`src/rtl/ff_bank_rr_arbiter_if.sv`:
```
// Bus bundle between the requesters and the shared flip-flop register bank arbiter.
interface ff_bank_rr_arbiter_if #(
  parameter int unsigned WIDTH = 8,
  parameter int unsigned NREQ  = 4,
  parameter int unsigned IDW   = 2
);
  logic [NREQ-1:0]       req;
  logic [2*NREQ-1:0]     op;
  logic [WIDTH*NREQ-1:0] wdata;
  logic [NREQ-1:0]       gnt;
  logic [NREQ-1:0]       ack;
  logic [IDW-1:0]        owner;
  logic                  busy;
  logic [WIDTH-1:0]      q;

  modport master (output req, op, wdata, input gnt, ack, owner, busy, q);
  modport slave  (input req, op, wdata, output gnt, ack, owner, busy, q);
endinterface

```
`src/rtl/ff_bank_rr_arbiter.sv`:
```
// Round-robin arbiter that grants one requester per 3-cycle transaction and applies
// its LOAD/SET/CLEAR/HOLD command to a shared WIDTH-bit register bank.
module ff_bank_rr_arbiter #(
  parameter int unsigned WIDTH = 8,
  parameter int unsigned NREQ  = 4,
  parameter int unsigned IDW   = 2
) (
  input logic                  clk,
  input logic                  rst_n,
  ff_bank_rr_arbiter_if.slave  bus_io
);
  localparam logic [1:0] OP_LOAD  = 2'b00;
  localparam logic [1:0] OP_SET   = 2'b01;
  localparam logic [1:0] OP_CLEAR = 2'b10;

  typedef enum logic [1:0] {ST_IDLE, ST_GRANT, ST_ACK} state_e;

  state_e           state_q;
  logic [IDW-1:0]   ptr_q;
  logic [IDW-1:0]   owner_q;
  logic [NREQ-1:0]  gnt_q;
  logic [NREQ-1:0]  ack_q;
  logic             busy_q;
  logic [WIDTH-1:0] q_q;

  logic [IDW-1:0]   win_c;
  logic             req_w_c;
  logic [1:0]       op_w_c;
  logic [WIDTH-1:0] wdata_w_c;

  // Nearest requester after ptr wins: scan farthest-first so the closest overwrites.
  always_comb begin : rr_pick
    win_c = ptr_q;
    for (int k = int'(NREQ); k >= 1; k--) begin
      if (bus_io.req[(int'(ptr_q) + k) % int'(NREQ)]) begin
        win_c = IDW'((int'(ptr_q) + k) % int'(NREQ));
      end
    end
  end

  always_comb begin : owner_mux
    req_w_c   = bus_io.req[owner_q];
    op_w_c    = bus_io.op[2*int'(owner_q) +: 2];
    wdata_w_c = bus_io.wdata[int'(WIDTH)*int'(owner_q) +: WIDTH];
  end

  always_ff @(posedge clk or negedge rst_n) begin : fsm
    if (!rst_n) begin
      state_q <= ST_IDLE;
      ptr_q   <= IDW'(NREQ - 1);
      owner_q <= '0;
      gnt_q   <= '0;
      ack_q   <= '0;
      busy_q  <= 1'b0;
      q_q     <= '0;
    end else begin
      case (state_q)
        ST_IDLE: begin
          if (|bus_io.req) begin
            owner_q <= win_c;
            gnt_q   <= NREQ'(1) << win_c;
            busy_q  <= 1'b1;
            state_q <= ST_GRANT;
          end
        end
        ST_GRANT: begin
          if (req_w_c) begin
            case (op_w_c)
              OP_LOAD:  q_q <= wdata_w_c;
              OP_SET:   q_q <= '1;
              OP_CLEAR: q_q <= '0;
              default:  q_q <= q_q;
            endcase
            ptr_q   <= owner_q;
            ack_q   <= gnt_q;
            state_q <= ST_ACK;
          end else begin
            // Owner withdrew before commit: drop the grant, leave ptr untouched.
            gnt_q   <= '0;
            busy_q  <= 1'b0;
            state_q <= ST_IDLE;
          end
        end
        ST_ACK: begin
          gnt_q   <= '0;
          ack_q   <= '0;
          busy_q  <= 1'b0;
          state_q <= ST_IDLE;
        end
        default: state_q <= ST_IDLE;
      endcase
    end
  end

  assign bus_io.gnt   = gnt_q;
  assign bus_io.ack   = ack_q;
  assign bus_io.owner = owner_q;
  assign bus_io.busy  = busy_q;
  assign bus_io.q     = q_q;
endmodule

```
`src/flat_wrapper.sv`:
```
// flat-port wrapper written by rule: the top's interface ports become plain ports
module ff_bank_rr_arbiter_flat 
#(
  parameter int unsigned WIDTH = 8,
  parameter int unsigned NREQ  = 4,
  parameter int unsigned IDW   = 2
)
  (clk, rst_n, bus_io_req, bus_io_op, bus_io_wdata, bus_io_gnt, bus_io_ack, bus_io_owner, bus_io_busy, bus_io_q);
  ff_bank_rr_arbiter_if #(.WIDTH(WIDTH), .NREQ(NREQ), .IDW(IDW)) bus_io_i ();
  input logic clk;
  input logic rst_n;
  input wire logic [$bits(bus_io_i.req)-1:0] bus_io_req;
  input wire logic [$bits(bus_io_i.op)-1:0] bus_io_op;
  input wire logic [$bits(bus_io_i.wdata)-1:0] bus_io_wdata;
  output wire logic [$bits(bus_io_i.gnt)-1:0] bus_io_gnt;
  output wire logic [$bits(bus_io_i.ack)-1:0] bus_io_ack;
  output wire logic [$bits(bus_io_i.owner)-1:0] bus_io_owner;
  output wire logic [$bits(bus_io_i.busy)-1:0] bus_io_busy;
  output wire logic [$bits(bus_io_i.q)-1:0] bus_io_q;
  assign bus_io_i.req = bus_io_req;
  assign bus_io_i.op = bus_io_op;
  assign bus_io_i.wdata = bus_io_wdata;
  assign bus_io_gnt = bus_io_i.gnt;
  assign bus_io_ack = bus_io_i.ack;
  assign bus_io_owner = bus_io_i.owner;
  assign bus_io_busy = bus_io_i.busy;
  assign bus_io_q = bus_io_i.q;
  ff_bank_rr_arbiter #(.WIDTH(WIDTH), .NREQ(NREQ), .IDW(IDW)) u_core (.clk(clk), .rst_n(rst_n), .bus_io(bus_io_i));
endmodule
```
`config.mk`:
```
export PLATFORM = sky130hd
export DESIGN_NAME = ff_bank_rr_arbiter_flat
export DESIGN_NICKNAME = d
export VERILOG_FILES = /design/src/rtl/ff_bank_rr_arbiter_if.sv /design/src/rtl/ff_bank_rr_arbiter.sv /design/src/flat_wrapper.sv
export SDC_FILE = /design/constraint.sdc
export NUM_CORES = 1
export LEC_CHECK = 0
export BUFFER_PORTS_ARGS = -buffer_cell sky130_fd_sc_hd__buf_4
export CAP_MARGIN = 20
export CORE_ASPECT_RATIO = 0.6
export CORE_MARGIN = 2
export CORE_UTILIZATION = 50
export DETAILED_ROUTE_END_ITERATION = 12
export PLACE_DENSITY = 0.82
export REMOVE_ABC_BUFFERS = 1
export SLEW_MARGIN = 10
export SYNTH_ARGS = -nofsm -noshare
export SYNTH_HDL_FRONTEND = slang
export SYNTH_SLANG_ARGS = --single-unit
```
`constraint.sdc`:
```
create_clock -name clk -period 5.9 [get_ports clk]
set_clock_uncertainty 0.2 [all_clocks]
set_input_delay 1.18 -clock clk [delete_from_list [all_inputs] [get_ports clk]]
set_output_delay 1.18 -clock clk [all_outputs]
set_load 0.005 [all_outputs]
```
==> metrics.cfg, run 1 <==
[outcome]
status=complete, no violations

[grt]
grt_pass1_wl_mm=6.68
grt_max_degree=24
grt_pass1_vias=1309
grtUsageTotal=0.265
grt-ovfl-total=0
antenna_found_initial=0

[sta]
rsz0062_at_grt=no
clock.fmax_ghz=0.335
setup_tns_ns=0
hold_viol_final=0
setup_viol=0
fin_crit_sh=0.505
period_minus_slack_ns=2.98
drv_slew=0
tightest_slew_ns=0.840
maxSlewHeadroom=0.440

[pwr]
leakagePower_uw=0.00101
pwr-share-clk=0.101
combinationalPowerShare=0.566
seqPwrFrac=0.333
ir_drop_uv=274
power.internal_uw=589
sw_frac_of_total=0.396
power.density_nw_per_um2=475
p_sw_uw=386

[worst_setup_path]
required_ns=5.86
startpoint_type=flip-flop
cp-end-kind=flip-flop
path_class=flip-flop to flip-flop
cp.arrival_ns=2.94
critPathMaxFanout=16

[place]
port_buffers=64
dp_hpwl_mm=3.24
dp.cells=232
gp_congestion=0.841

[floorplanning]
initial_core_util=0.526
rows=15
io_pins=65
die-area_sq_um=3490
die_w_um=75.0
coreArea_sq_um=2870
die_h_um=46.6

[clocking]
clock_path_buffers=2
clock_latency_ns=0.27
root_buffer=clkbuf_8
clk_pin_slew_ns=0.08
cts-buffers-inserted=3
post_cts_buffers=0
cts_tree=built
htreeDepth=1
cts_sinks=23
cts.repair.resized=0
cts-hold-fix-buffers=0

[drt]
drt-vias-per-instance=5.57
wl_mm=4.04
routedWlPerCell_um=17.1
first_iter_violations=66
num_vias=1315
firstDrtPassIters=4
ant_nets=0
drcViolationCount=0

[min_path]
hold_class=flip-flop to flip-flop

[flow_run]
max_cap_violations=0

[synth]
yosys.cell_types.count=32
syn_area_sq_um=1510
synth-warning-count=0
yosysTopAreaCellShare=0.348
yosysSeqAreaShare=0.383
netlist_top_cells_area=dfrtp_1 35%, mux4_2 16%, mux2_2 6.7%, ha_1 5.0%, nand2_1 5.0%
yosysTopAreaCell=dfrtp_1
ys_ff_latch=23
syn-instance-count=133
avgSynthCellArea_sq_um=11.4

[finish]
finish.utilization=0.715
diodes=0
drive_gt1_frac=0.485
area_growth_pct=35.9
instances_no_fill=236
nNetsFinal=247

## per-stage QoR
step / instance area (sq um) / hold slack [ns] / power [uW] / worst slack, ns
6_report: 2050 / 0.325 / 975 / 2.92
2_1_floorplan: 1470 / 0.296 / 673 / 2.94
5_1_grt: 2050 / 0.343 / 1060 / 2.67
3_5_place_dp: 2010 / 0.306 / 875 / 2.66
4_1_cts: 2050 / 0.325 / 976 / 2.87
3_3_place_gp: 2010 / 0.294 / 845 / 2.72
## flip-flops by register name, summed over array words and instances, names as in the netlist
| name | count |
|---|---|
| u_core.ptr_q | 2 |
| u_core.bus_io.gnt | 4 |
| u_core.bus_io.busy | 1 |
| u_core.bus_io.q | 8 |
| u_core.bus_io.ack | 4 |
| u_core.bus_io.owner | 2 |
| u_core.state_q | 2 |
## layer usage
| layer | track usage | vias to the layer above | share of wire | routed length, um |
|---|---|---|---|---|
| met5 | 0 | - | 0 | 0 |
| met4 | 0.0786 | 0 | 0.015 | 61 |
| met3 | 0.0503 | 7 | 0.035 | 141 |
| met2 | 0.414 | 33 | 0.48 | 1920 |
| met1 | 0.376 | 653 | 0.47 | 1920 |
| li1 | - | 622 | - | - |
## logic make-up after synthesis
kind of cell | synth area share
AO/OA/AOI/OAI | 0.159
adder cells (fa/ha/maj) | 0.0497
buffers and inverters | 0.0348
flip-flops | 0.383
multiplexers | 0.258
AND/OR/NAND/NOR | 0.116
## cells in the final DEF (no fill, tap or decap)
cell type | Yosys | final
a22o_1 | 8 | 8
o41ai_1 | 4 | 4
clkbuf_8 | 0 | 3
nand2_1 | 20 | 20
mux2_2 | 9 | 9
a21boi_0 | 1 | 1
or2_4 | 1 | 1
dfrtp_1 | 21 | 21
o21a_1 | 1 | 1
a31oi_1 | 1 | 1
nor2_1 | 3 | 3
dfstp_2 | 2 | 2
mux2i_1 | 1 | 1
a21oi_1 | 4 | 4
mux4_2 | 11 | 11
mux2_4 | 2 | 2
or3_1 | 1 | 1
a21o_1 | 2 | 2
nor3_1 | 1 | 1
o21ai_0 | 9 | 9
nor4_1 | 1 | 1
clkinv_2 | 0 | 1
and2_1 | 1 | 1
nand2b_1 | 6 | 6
inv_1 | 4 | 4
ha_1 | 6 | 6
buf_4 | 0 | 64
a32oi_1 | 1 | 1
a22o_4 | 1 | 1
nor2b_1 | 3 | 3
a22oi_1 | 1 | 1
## cell usage after synthesis (all sizes together)
| master | n |
|---|---|
| a21boi | 1 |
| a21o | 2 |
| a21oi | 4 |
| a22o | 9 |
| a22oi | 1 |
| a31oi | 1 |
| a32oi | 1 |
| and2 | 1 |
| buf | 5 |
| clkbuf | 2 |
| dfrtp | 21 |
| dfstp | 2 |
| ha | 6 |
| inv | 4 |
| mux2 | 11 |
| mux2i | 1 |
| mux4 | 11 |
| nand2 | 20 |
| nand2b | 6 |
| nor2 | 3 |
| nor2b | 3 |
| nor3 | 1 |
| nor4 | 1 |
| o21a | 1 |
| o21ai | 9 |
| o41ai | 4 |
| or2 | 1 |
| or3 | 1 |
## worst paths after layout
| path | from | to | slack (ns) | depth (start not counted) |
|---|---|---|---|---|
| min | u_core.bus_io.q[0] | u_core.bus_io.q[0] | 0.32 | 1 |
| min in group asynchronous | rst_n | u_core.bus_io.ack[2] | 0.59 | 1 |
| max in group asynchronous | rst_n | u_core.ptr_q[1] | 4.63 | 1 |
| max | u_core.bus_io.owner[0] | u_core.bus_io.q[3] | 2.92 | 4 |
| max reg2reg | u_core.bus_io.owner[0] | u_core.bus_io.q[3] | 2.92 | 4 |
| min reg2reg | u_core.bus_io.q[0] | u_core.bus_io.q[0] | 0.32 | 1 |
## worst max-delay path: stages, from the launching register on
cell	delay [ns]
dfrtp_1	0.90
mux4_2	0.62
ha_1	0.22
nor2b_1	0.52
mux2_2	0.41
## cell type report
type | count | area, sq um
inverter | 4 | 15.0
tap | 42 | 52.6
multi-input combinational | 99 | 880
clock inverter | 1 | 5.00
timing repair buffer | 64 | 480
clock buffer | 3 | 41.3
fill | 228 | 820
sequential | 23 | 578
## power groups by stage
stage	Combinational, uW	Sequential (uW)	Clock, uW
5_1_grt	613	337	107
4_1_cts	551	324	101
6_report	552	324	98.7
3_3_place_gp	528	317	0
2_1_floorplan	365	308	0
3_5_place_dp	548	327	0
Power figures use the tool's default switching activity.
==> run 2: changes to the inputs <==
--- a/config.mk
+++ b/config.mk
@@ -9,9 +9,9 @@
 export CAP_MARGIN = 20
 export CORE_ASPECT_RATIO = 0.6
 export CORE_MARGIN = 2
-export CORE_UTILIZATION = 50
+export CORE_UTILIZATION = 43
 export DETAILED_ROUTE_END_ITERATION = 12
-export PLACE_DENSITY = 0.82
+export PLACE_DENSITY = 0.75
 export REMOVE_ABC_BUFFERS = 1
 export SLEW_MARGIN = 10
 export SYNTH_ARGS = -nofsm -noshare
==> constraint.sdc (replaced) <==
create_clock -name clk -period 2.59 [get_ports clk]
set_clock_uncertainty 0.2 [all_clocks]
set_input_delay 0.518 -clock clk [delete_from_list [all_inputs] [get_ports clk]]
set_output_delay 0.518 -clock clk [all_outputs]
set_load 0.005 [all_outputs]
==> run 2 against run 1 <==
  * Clock-buffer cell count is the same
  * Maximum frequency is 30% higher
  * Sequential power grew 110%
  * Wire length down 5.3%
  * Power is 130% higher
  * Combinational power rose to 2.5 times the previous value
  * Critical path depth rose by 2
  * Critical path type unchanged
  * Largest cell class unchanged
==> metrics.cfg, run 2 (same netlist as run 1, synthesis figures left out) <==
[pwr]
pwr-share-clk=0.096  ; was 0.101
ir_drop_uv=516  ; was 274 uV
power.density_nw_per_um2=1080  ; was 475 nW/um^2
finalPower_uw=2270  ; was 975 uW
combinationalPowerShare=0.610  ; was 0.566
sw_frac_of_total=0.387  ; was 0.396
leakagePower_uw=0.00105  ; was 0.00101 uW
seqPwrFrac=0.294  ; was 0.333
power.internal_uw=1390  ; was 589 uW
p_sw_uw=879  ; was 386 uW

[finish]
layout_common_cells=70 x buf_4, 21 x dfrtp_1, 20 x nand2_1  ; was 64 x buf_4, 21 x dfrtp_1, 20 x nand2_1
drive_gt1_frac=0.498  ; was 0.485
largest_register_ffs=8  ; unchanged
final_cell_area_sq_um=2110  ; was 2050 sq um
area_growth_pct=39.8  ; was 35.9%
nNetsFinal=254  ; was 247
instances_no_fill=246  ; was 236
diodes=0  ; unchanged
layout_commonest_cell=buf_4  ; unchanged

[worst_setup_path]
required_ns=2.52  ; was 5.86 ns
cpLargestDelayFamily=compound AO/OA/AOI/OAI gates  ; was multiplexers
cp-end-kind=flip-flop  ; unchanged
startpoint_type=flip-flop  ; unchanged
cp.arrival_ns=2.23  ; was 2.94 ns
cp_cell_sequence=inv_1 -> ha_1 -> and2_1 -> a22o_4 -> or2_4 -> o41ai_1  ; was mux4_2 -> ha_1 -> nor2b_1 -> mux2_2
critPathSlowestCell=o41ai_1  ; was dfrtp_1
cp_num_buf_inv=1  ; was 0
path_class=flip-flop to flip-flop  ; unchanged
slowest_delay_ns=0.40  ; was 0.90 ns
critPathMaxFanout=9  ; was 16

[floorplanning]
rows=16  ; was 15
initial_core_util=0.457  ; was 0.526
coreArea_sq_um=3300  ; was 2870 sq um
die-area_sq_um=4020  ; was 3490 sq um
die_h_um=49.9  ; was 46.6 um
die_w_um=80.5  ; was 75.0 um
io_pins=65  ; unchanged

[place]
dp_slack_ns=0.166  ; was 2.66 ns
dp.cells=241  ; was 232
port_buffers=64  ; unchanged
gp_congestion=0.949  ; was 0.841
dp_hpwl_mm=3.13  ; was 3.24 mm
placed_area_sq_um=2050  ; was 2010 sq um

[flow_run]
max_cap_violations=0  ; unchanged

[clocking]
post_cts_buffers=0  ; unchanged
clock_path_buffers=2  ; unchanged
root_buffer=clkbuf_8  ; unchanged
htreeDepth=1  ; unchanged
cts-buffers-inserted=3  ; unchanged
cts_sinks=23  ; unchanged
clock_latency_ns=0.26  ; was 0.27 ns
cts_tree=built  ; unchanged
clk_pin_slew_ns=0.08  ; about the same

[grt]
grt_pass1_wl_mm=6.45  ; was 6.68 mm
antenna_found_initial=0  ; unchanged
grtUsageTotal=0.205  ; was 0.265
grt_pass1_vias=1358  ; was 1309
grt-ovfl-total=0  ; unchanged
grt_max_degree=24  ; unchanged

[drt]
ant_nets=0  ; unchanged
num_vias=1338  ; was 1315
first_iter_violations=71  ; was 66
routedWlPerCell_um=15.6  ; was 17.1 um
drt-vias-per-instance=5.44  ; was 5.57
firstDrtPassIters=4  ; unchanged
drcViolationCount=0  ; unchanged
wl_mm=3.83  ; was 4.04 mm

[min_path]
hold_class=flip-flop to flip-flop  ; unchanged

[sta]
setup_viol=0  ; unchanged
clock.fmax_ghz=0.436  ; was 0.335 GHz
setup_tns_ns=0  ; unchanged
layout_setup_ws_ns=0.298  ; was 2.92 ns
tightest_slew_ns=0.381  ; was 0.840 ns
maxSlewHeadroom=0.739  ; was 0.440
drv_slew=0  ; unchanged
hold_viol_final=0  ; unchanged
period_minus_slack_ns=2.29  ; was 2.98 ns
fin_crit_sh=0.885  ; was 0.505
rsz0062_at_grt=no  ; unchanged

[outcome]
status=complete, no violations  ; unchanged

==> run 2: cell count changes in the layout (fill, tap and decap cells not counted) <==
cell	delta
buf_4	+6
dlygate4sd3_1	+1
==> run 2: metrics by stage <==
| step | util | hold WS, ns |
|---|---|---|
| 6_report | 0.639 | 0.319 |
| 4_1_cts | 0.639 | 0.323 |
| 5_1_grt | 0.639 | 0.337 |
| 3_5_place_dp | 0.622 | 0.225 |
| 2_1_floorplan | - | 0.0224 |
| 3_3_place_gp | 0.622 | 0.227 |
==> run 2: path summary, 6_finish.rpt <==
| check | cells past startpoint | slack [ns] | start | to |
|---|---|---|---|---|
| min in group asynchronous | 2 | 0.48 | rst_n | u_core.bus_io.ack[0] |
| min reg2reg | 1 | 0.32 | u_core.bus_io.q[0] | u_core.bus_io.q[0] |
| min | 1 | 0.32 | u_core.bus_io.q[0] | u_core.bus_io.q[0] |
| max reg2reg | 6 | 0.30 | u_core.state_q[1] | u_core.bus_io.gnt[3] |
| max | 6 | 0.30 | u_core.state_q[1] | u_core.bus_io.gnt[3] |
| max in group asynchronous | 2 | 1.43 | rst_n | u_core.ptr_q[0] |
==> run 2: worst reg2reg max path, cell delays in order (launching register included) <==
cell and delay [ns]:
dfrtp_1 0.39, inv_1 0.09, ha_1 0.28, and2_1 0.22, a22o_4 0.30, or2_4 0.28, o41ai_1 0.40
==> run 2: area by class of cell <==
cell class                      count  area (sq um)
Tap cell                           45          56.3
Clock inverter                      1          5.00
Sequential cell                    23           578
Multi-Input combinational cell     99           880
Inverter                            4          15.0
Timing Repair Buffer               71           536
Clock buffer                        3          41.3
Fill cell                         251          1190
==> run 2: timing repair <==
action / in CTS / in global routing
hold endpoints to repair: 21 / 0
hold buffers: 1 / 0
resized for setup: 0 / 0
==> run 2: power by group through the flow <==
stage / combinational [uW] / sequential (uW) / clock (uW)
after floorplan: 831 / 701 / 0
after global placement: 1330 / 668 / 0
after detailed placement: 1390 / 672 / 0
after CTS: 1390 / 665 / 225
after global routing: 1540 / 692 / 236
final: 1390 / 668 / 219
==> run 2: per-layer routing <==
layer  global-route usage  up-vias  wire length (um)
li1                     -      634                 -
met1                0.303      663              1810
met2                0.328       39              1780
met3               0.0440        2               231
met4              0.00847        0                 4
met5                    0        -                 0
